==> src/rtl/alpha_ctrl_pkg.sv <==
// Shared widths, FSM state encoding and reset defaults for the HDR alpha
// control path (alpha_cfg_sequencer and its strobe generator).
package alpha_ctrl_pkg;

  localparam int HDR_W   = 9;
  localparam int TMASK_W = 5;

  typedef enum logic [0:0] {
    IDLE = 1'b0,
    PEND = 1'b1
  } state_t;

  localparam logic [HDR_W-1:0]   DEF_TH_HIGH = 9'd200;
  localparam logic [HDR_W-1:0]   DEF_TH_LOW  = 9'd50;
  localparam logic [TMASK_W-1:0] DEF_TMASK   = 5'b11111;
  localparam logic [TMASK_W-1:0] TMASK_ALL   = 5'b11111;

  // A request is only meaningful when the band is non-empty.
  function automatic logic cfg_is_valid(input logic [HDR_W-1:0] th_high,
                                        input logic [HDR_W-1:0] th_low);
    return (th_high > th_low);
  endfunction

endpackage

==> src/rtl/sample_strobe_gen.sv <==
// Free-running divider: enable_sampling pulses once every DIV_RATIO clocks;
// last_cycle flags the final count of each period (the commit qualifier).
module sample_strobe_gen #(
  parameter int unsigned DIV_RATIO = 8
) (
  input  logic clk,
  input  logic reset,
  output logic enable_sampling,
  output logic last_cycle
);

  localparam int CNT_W = (DIV_RATIO > 1) ? $clog2(DIV_RATIO) : 1;
  localparam logic [CNT_W-1:0] CNT_LAST = CNT_W'(DIV_RATIO - 1);
  localparam logic [CNT_W-1:0] CNT_ONE  = CNT_W'(1);

  logic [CNT_W-1:0] div_cnt_r;

  assign last_cycle = (div_cnt_r == CNT_LAST);

  // Divider counter and registered strobe.
  always_ff @(posedge clk or posedge reset) begin
    if (reset) begin
      div_cnt_r       <= '0;
      enable_sampling <= 1'b0;
    end else begin
      enable_sampling <= last_cycle;
      if (last_cycle) begin
        div_cnt_r <= '0;
      end else begin
        div_cnt_r <= div_cnt_r + CNT_ONE;
      end
    end
  end

endmodule

==> src/rtl/alpha_cfg_sequencer.sv <==
// Config sequencer for the HDR alpha block: validates requests, shadows them
// and commits atomically on the sample strobe. Optional chatter guard under
// `ALPHA_CHATTER_GUARD_EN.
module alpha_cfg_sequencer
  import alpha_ctrl_pkg::*;
#(
  parameter int unsigned          DIV_RATIO      = 8,
  parameter logic [HDR_W-1:0]     RST_TH_HIGH    = DEF_TH_HIGH,
  parameter logic [HDR_W-1:0]     RST_TH_LOW     = DEF_TH_LOW,
  parameter logic [TMASK_W-1:0]   RST_TMASK      = DEF_TMASK,
  parameter int unsigned          CHATTER_WINDOW = 64,
  parameter int unsigned          CHATTER_MAX    = 4
) (
  input  logic               clk,
  input  logic               reset,
  input  logic               cfg_valid,
  output logic               cfg_ready,
  input  logic [HDR_W-1:0]   cfg_th_high,
  input  logic [HDR_W-1:0]   cfg_th_low,
  input  logic [TMASK_W-1:0] cfg_timeout_mask,
  output logic               cfg_err,
  output logic               cfg_applied,
  input  logic               alpha,
  output logic               enable_sampling,
  output logic [HDR_W-1:0]   threshold_high,
  output logic [HDR_W-1:0]   threshold_low,
  output logic [TMASK_W-1:0] timeout_mask,
  output logic               chatter
);

  state_t               state_r;
  logic [HDR_W-1:0]     sh_th_high_r;
  logic [HDR_W-1:0]     sh_th_low_r;
  logic [TMASK_W-1:0]   sh_tmask_r;
  logic [TMASK_W-1:0]   tmask_r;
  logic                 last_cycle_s;
  logic                 commit_s;

  sample_strobe_gen #(
    .DIV_RATIO (DIV_RATIO)
  ) u_strobe (
    .clk             (clk),
    .reset           (reset),
    .enable_sampling (enable_sampling),
    .last_cycle      (last_cycle_s)
  );

  // Commit edge coincides with the strobe rising edge.
  assign commit_s = (state_r == PEND) && last_cycle_s;

  // Handshake/commit FSM with registered outputs.
  always_ff @(posedge clk or posedge reset) begin
    if (reset) begin
      state_r        <= IDLE;
      cfg_ready      <= 1'b1;
      cfg_err        <= 1'b0;
      cfg_applied    <= 1'b0;
      sh_th_high_r   <= RST_TH_HIGH;
      sh_th_low_r    <= RST_TH_LOW;
      sh_tmask_r     <= RST_TMASK;
      threshold_high <= RST_TH_HIGH;
      threshold_low  <= RST_TH_LOW;
      tmask_r        <= RST_TMASK;
    end else begin
      cfg_err     <= 1'b0;
      cfg_applied <= 1'b0;
      case (state_r)
        IDLE: begin
          if (cfg_valid) begin
            if (cfg_is_valid(cfg_th_high, cfg_th_low)) begin
              sh_th_high_r <= cfg_th_high;
              sh_th_low_r  <= cfg_th_low;
              sh_tmask_r   <= cfg_timeout_mask;
              state_r      <= PEND;
              cfg_ready    <= 1'b0;
            end else begin
              cfg_err <= 1'b1;
            end
          end
        end
        PEND: begin
          // A request accepted on the last cycle waits for the next period.
          if (last_cycle_s) begin
            threshold_high <= sh_th_high_r;
            threshold_low  <= sh_th_low_r;
            tmask_r        <= sh_tmask_r;
            cfg_applied    <= 1'b1;
            state_r        <= IDLE;
            cfg_ready      <= 1'b1;
          end
        end
        default: begin
          state_r   <= IDLE;
          cfg_ready <= 1'b1;
        end
      endcase
    end
  end

`ifdef ALPHA_CHATTER_GUARD_EN
  localparam int WIN_W = (CHATTER_WINDOW > 1) ? $clog2(CHATTER_WINDOW) : 1;
  localparam int TOG_W = $clog2(CHATTER_MAX + 2);
  localparam logic [WIN_W-1:0] WIN_LAST = WIN_W'(CHATTER_WINDOW - 1);
  localparam logic [WIN_W-1:0] WIN_ONE  = WIN_W'(1);
  localparam logic [TOG_W-1:0] TOG_SAT  = TOG_W'(CHATTER_MAX + 1);
  localparam logic [TOG_W-1:0] TOG_PRE  = TOG_W'(CHATTER_MAX);
  localparam logic [TOG_W-1:0] TOG_ONE  = TOG_W'(1);

  logic             alpha_r;
  logic [WIN_W-1:0] win_cnt_r;
  logic [TOG_W-1:0] tog_cnt_r;
  logic             reach_r;
  logic             chatter_r;
  logic             toggle_s;
  logic             win_end_s;

  assign toggle_s  = alpha ^ alpha_r;
  assign win_end_s = enable_sampling && (win_cnt_r == WIN_LAST);

  // Toggle and window counters; reach_r marks the toggle that crosses the limit.
  always_ff @(posedge clk or posedge reset) begin
    if (reset) begin
      alpha_r   <= 1'b0;
      win_cnt_r <= '0;
      tog_cnt_r <= '0;
      reach_r   <= 1'b0;
    end else begin
      alpha_r <= alpha;
      if (win_end_s) begin
        win_cnt_r <= '0;
        tog_cnt_r <= '0;
        reach_r   <= 1'b0;
      end else begin
        if (enable_sampling) begin
          win_cnt_r <= win_cnt_r + WIN_ONE;
        end
        if (toggle_s && (tog_cnt_r != TOG_SAT)) begin
          tog_cnt_r <= tog_cnt_r + TOG_ONE;
        end
        reach_r <= toggle_s && (tog_cnt_r == TOG_PRE);
      end
    end
  end

  // Sticky chatter flag; a commit takes priority so the new mask is visible.
  always_ff @(posedge clk or posedge reset) begin
    if (reset) begin
      chatter_r <= 1'b0;
    end else if (commit_s) begin
      chatter_r <= 1'b0;
    end else if (reach_r) begin
      chatter_r <= 1'b1;
    end
  end

  assign chatter      = chatter_r;
  assign timeout_mask = chatter_r ? TMASK_ALL : tmask_r;
`else
  localparam int unsigned unused_guard_params = CHATTER_WINDOW + CHATTER_MAX;
  logic unused_alpha_s;
  logic unused_commit_s;

  assign unused_alpha_s  = alpha;
  assign unused_commit_s = commit_s;
  assign chatter         = 1'b0;
  assign timeout_mask    = tmask_r;
`endif

endmodule
==> config.mk <==
export PLATFORM = sky130hd
export DESIGN_NAME = alpha_cfg_sequencer
export DESIGN_NICKNAME = d
export VERILOG_FILES = /design/src/rtl/alpha_ctrl_pkg.sv /design/src/rtl/sample_strobe_gen.sv /design/src/rtl/alpha_cfg_sequencer.sv
export SDC_FILE = /design/constraint.sdc
export NUM_CORES = 1
export LEC_CHECK = 0
export ABC_AREA = 1
export BUFFER_PORTS_ARGS = -buffer_cell sky130_fd_sc_hd__buf_2
export CORE_UTILIZATION = 35
export CTS_CLUSTER_DIAMETER = 80
export DETAILED_ROUTE_END_ITERATION = 8
export GPL_TIMING_DRIVEN = 0
export SLEW_MARGIN = 40
export SYNTH_ARGS = -nofsm -noshare
export SYNTH_HDL_FRONTEND = slang
export SYNTH_SLANG_ARGS = --single-unit
==> constraint.sdc <==
create_clock -name clk -period 2.05 [get_ports clk]
set_input_delay 0.1025 -clock clk [delete_from_list [all_inputs] [get_ports clk]]
set_output_delay 0.1025 -clock clk [all_outputs]
set_load 0.02 [all_outputs]
==> impl_results.md, run 1 <==
- Full die area: roughly 7000 µm²
- FFs w/ async S/R, synth: between 90% and 100%
- Maximum clock path buffer count: 2
- Synth top cells by count: 129 x nand2_1, 31 x dfrtp_1, 23 x dfstp_2, 23 x nand4_1, 16 x inv_1
- Final Max Slew Viols: 0
- First-pass detailed-route iteration total: 6
- Predominant post-synthesis flop cell: dfrtp_1
- Routed WL: around 5.0 mm
- CTS tree: built
- Final instance area: between 2000 and 3000 µm²
- Root buf cell: clkbuf_8
- Worst Hold Path EP: sh_tmask_r[0]$_DFFE_PP1P_
- Initial antenna violation count: 0
- Rows: 29
- Post-synth top area share: between 30% and 40%
- Final #Nets: 360
- Die X: about 84 µm
- PortBufs: 52
- Unrepaired setup endpoints after global routing: no
- Largest family of logic cells by synthesized area: simple AND/OR/NAND/NOR gates
- Synth Warn #: 0
- Post-Synthesis Cells: ~260
- Worst Setup Path Type: flop to flop
- Largest net degree at the start of global routing: 31
- Hold Slack: ~15 ps
- Leak: about 1.6 nW
- First-pass GRT wire length: 8.46 mm
- Core box area: between 6000 and 7000 µm²
- Worst setup margin: between 200 and 300 ps
- Max Clock Freq: 564 MHz
- DP HPWL: 3.66 mm
- Hold buffer count at cts: 1
- Total Routing Usage GR: 15.3%
- Post-synthesis simple-gate area fraction: between 20% and 30%
- DIE HEIGHT: around 84 µm
- Post-CTS sizing: 0
- Number of antenna repair diodes: 0
- 1st-iter DRT viols: 105
- Crit Path Max Fanout: 10
- Max_slew headroom: slightly above 60%
- Synth top area cells: dfrtp_1 33%, dfstp_2 25%, nand2_1 20%
- Post-layout min period: about 1800 ps
- Cell area after synthesis: roughly 2400 µm²
- R2R depth: 6
- WP data required: about 2300 ps
- Clock-pin slew on the worst setup and hold paths: 90 ps
- Yosys top cell by area: dfrtp_1
- Area of the multi-input gates: roughly 860 µm²
- Via total after detailed routing: approximately 1,800
- Via-per-instance ratio: approximately 4.6
- Final hold vios: 0
- Final period util: just under 90%
- Worst reg2reg path startpoint: u_strobe.div_cnt_r[0]$_DFF_PP0_
- # H-tree levels: 2
- Most frequent cell after synthesis: nand2_1
- ANT nets after route: 0
- Synth Area in Adders: under 10%
- GR Overflow Total: 0
- Vias in the first global route: around 1,800
- Synth Area per Inst: approximately 9.1 µm²
- DP Worst Slack: roughly 250 ps
- Peak supply drop: approximately 0.47 mV
- Netlist cell types: 21
- Layout cells sized above 1: a little under a third
- TritonCTS sink count: 54
- Filler cells: 660
- Routability cong.: ~0.85
- Wirelength per Cell: between 10 and 15 µm
- Post-CTS Setup Bufs: 0
- Power Dens Cells: between 1000 and 1500 nW/µm²
- Hold Startpoint: cfg_timeout_mask[0]
- Worst Skew: just over 5 ps
- Status: finished, violations left
- Reg2Reg Capture Point: threshold_low[2]$_DFFE_PP0P_
- Register Area: ~1400 µm²
- Clk_lat worst skew: about 300 ps
- Max Cap Violations: 0
- Synth-to-layout area growth: 21.2%
- Least-Margin Pin Slew: 583 ps
- Placement Cell Area: ~2800 µm²
- Crit start category: flop
- TritonCTS Buffers: 5
- Failing checks: design-rule violations
- Hold path depth: 3
- Endpoint class of the critical path: flop
- Initial Util: 36.8%
- R2R setup slack: 280 ps
- EDFF count, synth: 0
- Compound-Gate Fraction of Synth Area: approximately 1.2%
- Register bit total from synthesis: 54
- Post-synthesis xor/xnor area fraction: 0%
- Seq/Total Area, Yosys: around 58%
- Final setup viols: 0
- # IOs: 55
- Worst EP arrival: approximately 2000 ps
- HP Class: primary input to flop
- Mux cell area share after synthesis: 0%
- Post-Syn Nets: between 200 and 300
- Drt drc: 2
==> layer usage <==
layer,wire (µm),vias to the layer above,global-route usage [%]
li1,-,952,-
met1,2330,839,20.3
met2,2420,30,24.4
met3,197,6,4.13
met4,78,0,5.70
met5,0,-,0
==> placed cells by master (no fill, tap or decap) <==
cell type      Yosys  routed
a21o_1             1       1
a21oi_1            3       3
buf_12             0       1
buf_2              4      56
buf_4              2       2
buf_6              2       2
bufinv_16          0       1
clkbuf_1           5       6
clkbuf_8           0       6
conb_1             1       1
dfrtp_1           31      31
dfstp_2           23      23
dlygate4sd3_1      0       1
ha_1              11      11
inv_1             16      15
inv_2              1       1
inv_4              0       1
nand2_1          129     129
nand3_1            1       1
nand3_2            1       1
nand3_4            1       1
nand4_1           23      23
nand4_2            1       1
nor2_1             3       3
nor2_2             1       1
o21ai_0            1       1
==> where the power goes <==
group	switching (mW)	internal (mW)
Combinational	0.647	0.367
Clock	0.330	0.398
Sequential	0.197	1.59
==> kinds of logic after synthesis <==
group,count (synthesis)
flops,54
buf+inv,30
simple gates,160
other cells,1
fa+ha+maj,11
compound gates,5
==> layout make-up <==
| cell class | count | share of cell area (%) |
|---|---|---|
| Timing Repair Buffer | 54 | 10.1 |
| Tap cell | 77 | 3.34 |
| Multi-Input combinational cell | 177 | 29.8 |
| Buffer | 13 | 2.65 |
| Sequential cell | 54 | 47.8 |
| Inverter | 17 | 2.30 |
| Clock inverter | 1 | 1.04 |
| Clock buffer | 7 | 2.99 |
==> stage by stage <==
| stage | TNS (ps) | instances | util, % | power (mW) |
|---|---|---|---|---|
| 4_1_cts | 0 | 400 | 44.7 | 3.58 |
| 3_3_place_gp | -935 | 390 | 42.4 | 2.81 |
| 5_1_grt | 0 | 400 | 44.7 | 3.79 |
| 6_report | 0 | 400 | 44.7 | 3.53 |
| 2_1_floorplan | 0 | 261 | - | 2.48 |
| 3_5_place_dp | 0 | 391 | 42.7 | 2.84 |
==> sequential cells by signal, summed over array words and instances, names as in the netlist <==
register                  flops
threshold_low                 9
sh_tmask_r                    5
sh_th_high_r                  9
cfg_ready                     1
u_strobe.div_cnt_r            3
u_strobe.enable_sampling      1
sh_th_low_r                   9
cfg_err                       1
threshold_high                9
state_r                       1
timeout_mask                  5
cfg_applied                   1
==> worst max-delay path by stage <==
stage	start	cells past startpoint	end	slack, ps
detailed placement	u_strobe.div_cnt_r[0]$_DFF_PP0_	6	threshold_low[3]$_DFFE_PP0P_	250
CTS	u_strobe.div_cnt_r[0]$_DFF_PP0_	6	threshold_low[3]$_DFFE_PP0P_	230
global placement	reset	2	threshold_low[2]$_DFFE_PP0P_	-30
global route	u_strobe.div_cnt_r[0]$_DFF_PP0_	6	threshold_low[3]$_DFFE_PP0P_	70
finish	u_strobe.div_cnt_r[0]$_DFF_PP0_	6	threshold_low[2]$_DFFE_PP0P_	280
floorplan	u_strobe.div_cnt_r[0]$_DFF_PP0_	7	threshold_high[0]$_DFFE_PP0P_	620
==> worst max-delay path, cell delays in order (launching register included) <==
cell and delay [ps]:
dfrtp_1 390, ha_1 200, ha_1 210, nand2_1 230, clkbuf_1 500, nand2_1 100, nand2_1 90
Note: power is estimated with default switching activity, not from simulation.
==> run 2, diff against run 1 <==
- CORE_UTILIZATION: 35 -> 53
- PLACE_DENSITY: default -> 0.79
==> run 2 against run 1 <==
Global-route usage rose by 5.9 points. Critical endpoint unchanged. Clock skew hardly changed. Combinational power hardly changed. Non-clock buffer count stayed put. Via count rose by 1.9%. Final cell count down 6.3%. Power decreased by 0.77%. Largest cell class unchanged. The flow now finishes without violations. Utilization rose by 21 points.
==> impl_results.md, run 2 (synthesized netlist as in run 1, its figures left out) <==
- Status: completed
- Initial Util: 55.0% (+18 points)
- First-pass GRT wire length: 8.14 mm (-3.7%)
- Most common cell after layout, fill and taps aside: nand2_1
- Hold Slack: 13.0 ps (-2.20 ps)
- Full die area: 4760 µm² (-33%)
- Rows: 24 (-17%)
- Final period util: 87.2% (+0.72 points)
- Critical-path cell list: ha_1 > ha_1 > nand2_1 > clkbuf_1 > nand2_1 > nand2_1
- Post-layout min period: 1790 ps (+14.8 ps)
- First-pass detailed-route iteration total: 4 (-2)
- 1st-iter DRT viols: 118 (+12%)
- Max Cap Violations: 0 (unchanged)
- Final Max Slew Viols: 0 (unchanged)
- Final hold vios: 0 (unchanged)
- Final #Nets: 360 (unchanged)
- Clk_lat worst skew: 310 ps (about the same)
- Maximum clock path buffer count: 2 (unchanged)
- DP HPWL: 3.39 mm (-7.2%)
- GR Overflow Total: 0 (unchanged)
- Crit Path Max Fanout: 10 (unchanged)
- Leak: 1.61 nW (-0.37%)
- Core box area: 4320 µm² (-33%)
- TritonCTS Buffers: 5 (unchanged)
- Unrepaired setup endpoints after global routing: no
- Worst reg2reg path startpoint: u_strobe.div_cnt_r[0]$_DFF_PP0_
- Vias in the first global route: 1,837 (+3.7%)
- Max Clock Freq: 559 MHz (-0.83%)
- Routed WL: 4.67 mm (-7.0%)
- Power Dens Cells: 1230 nW/µm² (+0.67%)
- Slowest cell on the critical path: clkbuf_1
- TritonCTS sink count: 54 (unchanged)
- DIE HEIGHT: 69.0 µm (-18%)
- Root buf cell: clkbuf_8
- Met2 wire len: 2.26 mm (-6.9%)
- Worst path max stage delay: 490 ps (about the same)
- Synth-to-layout area growth: 19.5%
- Crit path launch: u_strobe.div_cnt_r[0]$_DFF_PP0_
- Hold Startpoint: cfg_timeout_mask[2]
- Peak supply drop: 0.635 mV (+35%)
- Crit start category: flop
- Routability cong.: 0.879 (+3.0%)
- # H-tree levels: 2 (unchanged)
- Worst Path Buf+Inv: 1 (unchanged)
- WP data required: 2300 ps (about the same)
- Wirelength per Cell: 12.5 µm (-0.84%)
- Max Used Layer: met4
- Metal3 WL: 166 µm (-16%)
- Pwr Total: 3.50 mW (-0.77%)
- Clock-pin slew on the worst setup and hold paths: 90 ps (about the same)
- Largest net degree at the start of global routing: 32 (+3.2%)
- CP most frequent cell: nand2_1
- Via-per-instance ratio: 4.97 (+8.7%)
- PortBufs: 52 (unchanged)
- Worst Setup Path Type: flop to flop
- Setup TNS: 0 ps (unchanged)
- CTS tree: built
- Layout cells sized above 1: 29.7% (-0.31 points)
- ANT nets after route: 0 (unchanged)
- # IOs: 55 (unchanged)
- Worst Skew: 4.77 ps (-0.334 ps)
- Max_slew headroom: 61.4% (+0.26 points)
- Worst EP arrival: 2030 ps (about the same)
- Via total after detailed routing: 1,862 (+1.9%)
- HP Class: primary input to flop
- Initial antenna violation count: 0 (unchanged)
- Cell family with most CP delay: buffers and inverters
- Endpoint class of the critical path: flop
- Total Routing Usage GR: 21.2% (+5.9 points)
- Number of antenna repair diodes: 0 (unchanged)
- M1 wire length: 2.14 mm (-8.1%)
- Drt drc: 0 (-2)
- Least-Margin Pin Slew: 579 ps (-3.89 ps)
- Final setup viols: 0 (unchanged)
- Most frequent cells in the layout: 129 x nand2_1, 56 x buf_2, 31 x dfrtp_1, 23 x nand4_1, 23 x dfstp_2
- Die X: 69.0 µm (-18%)
[run 2: worst reg2reg max path: cells and delay by family (launching register included)]
family                   cells  cell delay [ps]
flip-flops                   1              390
adder cells (fa/ha/maj)      2              420
buffers and inverters        1              490
AND/OR/NAND/NOR              3              440
[run 2: final timing paths]
kind | endpoint | slack (ps) | depth (start not counted)
min reg2reg | u_strobe.div_cnt_r[0]$_DFF_PP0_ | 430 | 1
max reg2reg | threshold_low[2]$_DFFE_PP0P_ | 260 | 6
max in group asynchronous | cfg_ready$_DFFE_PP1P_ | 1230 | 4
max | threshold_low[2]$_DFFE_PP0P_ | 260 | 6
min in group asynchronous | u_strobe.enable_sampling$_DFF_PP0_ | 310 | 3
min | sh_tmask_r[2]$_DFFE_PP1P_ | 10 | 3
[run 2: per-stage QoR]
stage / utilization [%] / setup WS (ps) / std cells / cell area [µm²]
2_1_floorplan: - / 619 / 261 / 2380
3_3_place_gp: 62.6 / 94.1 / 365 / 2710
3_5_place_dp: 63.1 / 305 / 366 / 2730
4_1_cts: 65.8 / 291 / 375 / 2840
5_1_grt: 65.8 / 85.9 / 375 / 2840
6_report: 65.8 / 262 / 375 / 2840
[run 2: area by class of cell]
class	instances	area, µm²
inverter	17	66.3
buffer	13	76.3
multi-input combinational	177	860
fill	376	1480
timing repair buffer	54	290
sequential	54	1380
clock buffer	7	76.3
tap	52	65.1
clock inverter	1	30.0
[run 2: routing by layer]
metal  GRT usage (%)  up-vias
li1                -      951
met1            28.2      858
met2            34.6       42
met3            3.36       11
met4            9.30        0
met5               0        -
[run 2: power by group]
group / internal (mW) / switching (mW)
clock: 0.366 / 0.329
combinational: 0.368 / 0.654
sequential: 1.59 / 0.196
[run 2: timing repair]
item,in CTS,in global routing
hold buffers,1,0
gates resized for setup,0,0
endpoints found under the hold margin,14,0
setup buffers,0,0
